===== src/rtl/axil_arbiter_priority_wr.sv =====
// axil_arbiter_priority_wr: fixed-priority AXI-Lite write-channel arbiter.
// Shares one slave AW/W/B port among NUM_MASTERS requesters; the lowest index wins.
// A grant is held from arbitration until the B handshake, so one write is outstanding.
// Optional response watchdog: define AXIL_ARB_TIMEOUT_EN to add the TERR state and
// the sticky timeout_flag output.
module axil_arbiter_priority_wr #(
  parameter int unsigned NUM_MASTERS    = 4,
  parameter int unsigned AXI_DATA_WIDTH = 32,
  parameter int unsigned AXI_ADDR_WIDTH = 32,
  parameter int unsigned TIMEOUT_CYCLES = 256
) (
  input  logic                                  aclk,
  input  logic                                  areset,
  input  logic [NUM_MASTERS*AXI_ADDR_WIDTH-1:0] m_axil_awaddr,
  input  logic [NUM_MASTERS-1:0]                m_axil_awvalid,
  output logic [NUM_MASTERS-1:0]                m_axil_awready,
  input  logic [NUM_MASTERS*AXI_DATA_WIDTH-1:0] m_axil_wdata,
  input  logic [NUM_MASTERS*AXI_DATA_WIDTH/8-1:0] m_axil_wstrb,
  input  logic [NUM_MASTERS-1:0]                m_axil_wvalid,
  output logic [NUM_MASTERS-1:0]                m_axil_wready,
  output logic [NUM_MASTERS*2-1:0]              m_axil_bresp,
  output logic [NUM_MASTERS-1:0]                m_axil_bvalid,
  input  logic [NUM_MASTERS-1:0]                m_axil_bready,
  output logic [AXI_ADDR_WIDTH-1:0]             s_axil_awaddr,
  output logic                                  s_axil_awvalid,
  input  logic                                  s_axil_awready,
  output logic [AXI_DATA_WIDTH-1:0]             s_axil_wdata,
  output logic [AXI_DATA_WIDTH/8-1:0]           s_axil_wstrb,
  output logic                                  s_axil_wvalid,
  input  logic                                  s_axil_wready,
  input  logic [1:0]                            s_axil_bresp,
  input  logic                                  s_axil_bvalid,
  output logic                                  s_axil_bready,
  output logic [NUM_MASTERS-1:0]                grant,
`ifdef AXIL_ARB_TIMEOUT_EN
  output logic                                  timeout_flag,
`endif
  output logic                                  busy
);

  localparam int unsigned StrbW = AXI_DATA_WIDTH / 8;

`ifdef AXIL_ARB_TIMEOUT_EN
  typedef enum logic [1:0] {StIdle, StAddr, StResp, StTerr} state_e;
  localparam int unsigned TimerW = (TIMEOUT_CYCLES > 2) ? $clog2(TIMEOUT_CYCLES) : 1;
  logic [TimerW-1:0] timer_q;
  logic              timeout_flag_q;
`else
  typedef enum logic [1:0] {StIdle, StAddr, StResp} state_e;
`endif

  state_e                    state_q, state_d;
  logic [NUM_MASTERS-1:0]    grant_q, grant_d;
  logic                      aw_done_q, aw_done_d;
  logic                      w_done_q, w_done_d;
  logic [NUM_MASTERS-1:0]    req, winner;
  logic                      g_awvalid, g_wvalid, g_bready;
  logic [AXI_ADDR_WIDTH-1:0] g_awaddr;
  logic [AXI_DATA_WIDTH-1:0] g_wdata;
  logic [StrbW-1:0]          g_wstrb;

  // Request vector, lowest-index winner and the granted master's payload.
  always_comb begin
    req       = m_axil_awvalid & m_axil_wvalid;
    // Isolate the lowest set bit.
    winner    = req & (~req + NUM_MASTERS'(1));
    g_awvalid = |(m_axil_awvalid & grant_q);
    g_wvalid  = |(m_axil_wvalid & grant_q);
    g_bready  = |(m_axil_bready & grant_q);
    g_awaddr  = '0;
    g_wdata   = '0;
    g_wstrb   = '0;
    for (int i = 0; i < NUM_MASTERS; i++) begin
      if (grant_q[i]) begin
        g_awaddr = m_axil_awaddr[i*AXI_ADDR_WIDTH +: AXI_ADDR_WIDTH];
        g_wdata  = m_axil_wdata[i*AXI_DATA_WIDTH +: AXI_DATA_WIDTH];
        g_wstrb  = m_axil_wstrb[i*StrbW +: StrbW];
      end
    end
  end

  // Next-state logic and all channel outputs.
  always_comb begin
    state_d        = state_q;
    grant_d        = grant_q;
    aw_done_d      = aw_done_q;
    w_done_d       = w_done_q;
    m_axil_awready = '0;
    m_axil_wready  = '0;
    m_axil_bvalid  = '0;
    m_axil_bresp   = '0;
    s_axil_awaddr  = '0;
    s_axil_awvalid = 1'b0;
    s_axil_wdata   = '0;
    s_axil_wstrb   = '0;
    s_axil_wvalid  = 1'b0;
    s_axil_bready  = 1'b0;
    case (state_q)
      StIdle: begin
        if (|req) begin
          grant_d   = winner;
          aw_done_d = 1'b0;
          w_done_d  = 1'b0;
          state_d   = StAddr;
        end
      end
      StAddr: begin
        s_axil_awaddr  = g_awaddr;
        s_axil_wdata   = g_wdata;
        s_axil_wstrb   = g_wstrb;
        s_axil_awvalid = g_awvalid & ~aw_done_q;
        s_axil_wvalid  = g_wvalid & ~w_done_q;
        m_axil_awready = grant_q & {NUM_MASTERS{s_axil_awready & ~aw_done_q}};
        m_axil_wready  = grant_q & {NUM_MASTERS{s_axil_wready & ~w_done_q}};
        aw_done_d      = aw_done_q | (s_axil_awvalid & s_axil_awready);
        w_done_d       = w_done_q | (s_axil_wvalid & s_axil_wready);
        if (aw_done_d && w_done_d) state_d = StResp;
      end
      StResp: begin
        s_axil_bready = g_bready;
        m_axil_bvalid = grant_q & {NUM_MASTERS{s_axil_bvalid}};
        for (int i = 0; i < NUM_MASTERS; i++) begin
          if (grant_q[i]) m_axil_bresp[2*i +: 2] = s_axil_bresp;
        end
        if (s_axil_bvalid && g_bready) begin
          grant_d = '0;
          state_d = StIdle;
        end
`ifdef AXIL_ARB_TIMEOUT_EN
        else if (!s_axil_bvalid && timer_q == TimerW'(TIMEOUT_CYCLES - 1)) begin
          state_d = StTerr;
        end
`endif
      end
`ifdef AXIL_ARB_TIMEOUT_EN
      StTerr: begin
        // Synthesised SLVERR; the slave B channel is left alone.
        m_axil_bvalid = grant_q;
        for (int i = 0; i < NUM_MASTERS; i++) begin
          if (grant_q[i]) m_axil_bresp[2*i +: 2] = 2'b10;
        end
        if (g_bready) begin
          grant_d = '0;
          state_d = StIdle;
        end
      end
`endif
      default: begin
        grant_d = '0;
        state_d = StIdle;
      end
    endcase
  end

  // State, grant and handshake-done registers.
  always_ff @(posedge aclk) begin
    if (areset) begin
      state_q   <= StIdle;
      grant_q   <= '0;
      aw_done_q <= 1'b0;
      w_done_q  <= 1'b0;
    end else begin
      state_q   <= state_d;
      grant_q   <= grant_d;
      aw_done_q <= aw_done_d;
      w_done_q  <= w_done_d;
    end
  end

`ifdef AXIL_ARB_TIMEOUT_EN
  // Response watchdog: held at zero outside RESP so every RESP entry starts from zero.
  always_ff @(posedge aclk) begin
    if (areset) begin
      timer_q        <= '0;
      timeout_flag_q <= 1'b0;
    end else begin
      if (state_q != StResp) begin
        timer_q <= '0;
      end else if (timer_q != TimerW'(TIMEOUT_CYCLES - 1)) begin
        timer_q <= timer_q + TimerW'(1);
      end
      if (state_q == StResp && state_d == StTerr) timeout_flag_q <= 1'b1;
    end
  end

  assign timeout_flag = timeout_flag_q;
`endif

  assign grant = grant_q;
  assign busy  = (state_q != StIdle);

endmodule

===== config.mk =====
export PLATFORM = sky130hd
export DESIGN_NAME = axil_arbiter_priority_wr
export DESIGN_NICKNAME = d
export VERILOG_FILES = /design/src/rtl/axil_arbiter_priority_wr.sv
export SDC_FILE = /design/constraint.sdc
export NUM_CORES = 1
export LEC_CHECK = 0
export CAP_MARGIN = 40
export CORE_AREA = 2 2 151 153
export DETAILED_ROUTE_END_ITERATION = 10
export DIE_AREA = 0 0 153 155
export GPL_TIMING_DRIVEN = 0
export SKIP_LAST_GASP = 1
export SLEW_MARGIN = 20
export SYNTH_ARGS = -nofsm -noshare
export SYNTH_HDL_FRONTEND = slang
export SYNTH_SLANG_ARGS = --single-unit

===== constraint.sdc =====
create_clock -name aclk -period 3.65 [get_ports aclk]
set_input_delay 0.5475 -clock aclk [delete_from_list [all_inputs] [get_ports aclk]]
set_output_delay 0.5475 -clock aclk [all_outputs]
set_load 0.02 [all_outputs]

==> Flow_metrics.wiki <==
{| class="wikitable"
! Metric !! Value
|-
| Outcome || completed
|-
| Area of the die || 23,700 µm²
|-
| Final cell count without fillers || 1,155
|-
| Starting Density || 0.140
|-
| Final setup violating endpoints || 0
|-
| Number of placement rows || 55
|-
| Max cap viols || 0
|-
| Die Height || roughly 160 µm
|-
| Startpoint of the worst hold path || w_done_q
|-
| Reg2reg setup slack || roughly 1700 ps
|-
| Post CTS Setup Buffer Count || 0
|-
| Setup WS pre-CTS || 460 ps
|-
| ANT nets after route || 0
|-
| Worst slew margin relative to its limit || 0.605
|-
| WL final || around 22,000 µm
|-
| Endpoint of the worst hold-timing path || w_done_q
|-
| Number of pins with negative max-slew slack in the final report || 0
|-
| Mean number of vias per cell || between 4 and 5
|-
| Highest Clock Rate || 293 MHz
|-
| Top cell type's share of synthesized area || 0.192
|-
| Final cycle utilization of the critical path || 0.936
|-
| Clock transition at path regs || 40 ps
|-
| Worst vdd rail ir drop || 0.160 mV
|-
| H-tree levels || 1
|-
| Cts bufs inserted || 3
|-
| Transition time of the tightest slew-check pin || 592 ps
|-
| Ratio of total power to cell area || 167 nW/µm²
|-
| Remaining design rule violation count || 0
|-
| Critical-path maximum fanout || 10
|-
| Via total after detailed routing || 5,355
|-
| HPWL reported at the end of detailed placement || roughly 18,000 µm
|-
| Critical Path Source Type || register
|-
| Most numerous cell in the Yosys netlist || nand2_1
|-
| Post-synth top area cell || a211o_1
|-
| Drt pass-1 iters || 5
|-
| Final worst-path setup slack || about 240 ps
|-
| Commonest cells in the synthesized netlist || nand2_1, inv_1, a21oi_1
|-
| Worst Clk Skew || a little under 2 ps
|-
| Share of the yosys chip area belonging to registers || 0.0516
|-
| Combined area of all synthesized cells || ~3100 µm²
|-
| EDFF count, synth || 0
|-
| Hold buffers post-CTS || 0
|-
| PostCTS Resize Cnt || 0
|-
| Largest buffer count on any clock path || 2
|-
| Root buffer cell || clkbuf_16
|-
| Min-Delay Path Depth || 2
|-
| Final min period || approximately 3400 ps
|-
| Design area || 7420 µm²
|-
| Reported leakage power || 0.00275 µW
|-
| Worst-skew pair later-pin latency || approximately 230 ps
|-
| Endpoint kind of the worst setup timing path || output port
|-
| Count of placed standard cells including taps || around 1,200
|-
| Fraction of layout cells with a size suffix above 1 || 0.0586
|-
| Yosys warning total || 0
|-
| Type of the worst min-delay path || reg -> reg
|-
| TritonCTS clock tree || yes
|-
| Beginning of the worst register-to-register path || grant[3]
|-
| Maximum number of pins on one net before global-route repair || 11
|-
| Flop and latch count out of synthesis || 8
|-
| Floorplan die width || around 150 µm
|-
| I/O Pins || roughly 390
|-
| Total Neg Setup Slack || 0 ps
|-
| Routed WL per cell || roughly 19 µm
|-
| Mean instance size in the synthesized netlist || 6.48 µm²
|-
| Buffers on Ports || roughly 390
|-
| Routability cong. || 0.868
|-
| Number of diodes || 0
|-
| Total global routing track utilization || 0.166
|-
| Hold Fails Final Rpt || 0
|-
| Total congestion overflow || 0
|-
| End of the worst register-to-register path || grant[3]
|-
| End-of-flow core utilization || 0.334
|-
| Number of nets produced by synthesis || slightly below 800
|-
| Async SR Flop Fraction || 0
|-
| Post-synthesis instance total || 479
|-
| Fin nets || 1,163
|-
| Synth unique cells || 34
|-
| Number of fill cells || roughly 2,400
|-
| Number of cells traversed by the worst register-to-register path || 5
|-
| Total placed instance area || 7340 µm²
|-
| Number of DRC violations after detailed-routing iteration 0 || between 300 and 400
|-
| Arrival time at the worst endpoint || around 2900 ps
|-
| Number of sinks handled by clock tree synthesis || 8
|-
| Top area cells in the synthesized netlist || a211o_1, a221oi_1, a21oi_1, a221oi_2, nand2_1
|-
| CP Class || reg -> out
|-
| Unrepaired setup endpoints after global routing || false
|-
| First-pass GRT wire length || around 31,000 µm
|-
| Dominant synthesized flop cell || dfxtp_1
|-
| Antenna violations before repair || 0
|-
| Area Overhead vs Synth || 139%
|-
| Number of global-route vias before repair || 5,312
|-
| CORE AREA || between 20,000 and 25,000 µm²
|-
| Worst endpoint required time || ~3100 ps
|}
## worst max-delay path by stage
| stage | startpoint | endpoint | slack [ps] | cells after the start |
|---|---|---|---|---|
| after floorplan | grant[0] | s_axil_awaddr[15] | 1320 | 8 |
| after global placement | grant[3] | s_axil_awaddr[21] | 190 | 6 |
| after detailed placement | grant[3] | s_axil_awaddr[23] | 460 | 7 |
| after CTS | grant[3] | s_axil_awaddr[23] | 200 | 7 |
| after global routing | grant[3] | s_axil_awaddr[23] | 50 | 7 |
| final | grant[3] | s_axil_awaddr[23] | 240 | 7 |
## kinds of logic after synthesis
kind of cell	synth area share
buffers and inverters	0.186
AO/OA/AOI/OAI	0.601
AND/OR/NAND/NOR	0.161
flip-flops	0.0516
## sequential cells by signal (all words and copies together) (netlist names)
name       count
grant          4
aw_done_q      1
state_q        2
w_done_q       1
## power breakdown
group	switching (µW)	total (µW)	internal, µW
logic	425	960	535
registers	4.37	97.0	92.6
clock network	40.2	181	141
total	470	1240	769
## layout by cell type (no fill, tap or decap), types with 3 or more instances in the layout
cell / instances
a21oi_1: 69
buf_6: 3
buf_12: 3
a211o_1: 68
nand2_1: 75
and3_1: 15
dfxtp_1: 8
buf_2: 15
a22o_1: 6
buf_4: 4
clkdlybuf4s50_1: 386
clkbuf_1: 35
and2_1: 9
inv_1: 72
nor2_1: 4
a221oi_2: 20
a221oi_1: 49
clkbuf_16: 3
## layout make-up
cell class | count | area [µm²] | area share
tap | 285 | 357 | 0.0480
multi-input combinational | 341 | 2370 | 0.319
buffer | 58 | 308 | 0.0415
clock buffer | 3 | 75.1 | 0.0101
sequential | 8 | 160 | 0.0216
timing repair buffer | 388 | 3890 | 0.524
inverter | 72 | 270 | 0.0364
## per-layer routing
| layer | track usage | up-vias | part of all wire |
|---|---|---|---|
| met4 | 0.0269 | 0 | 0.014 |
| met5 | 0 | - | 0 |
| li1 | - | 2580 | - |
| met3 | 0.0315 | 18 | 0.064 |
| met2 | 0.288 | 259 | 0.49 |
| met1 | 0.219 | 2498 | 0.44 |
## worst max-delay path, stage by stage (launching register included)
cell	delay, ps
dfxtp_1	320
buf_2	300
clkbuf_1	380
buf_6	210
clkbuf_1	450
nand2_1	110
a21oi_1	210
clkdlybuf4s50_1	650
## stage by stage
stage	hold WS (ps)	power, µW
after floorplan	444	494
after global placement	465	1050
after detailed placement	483	1060
after CTS	486	1240
after global routing	510	1320
final	485	1240
No activity file was read; power rests on OpenSTA's default activity.
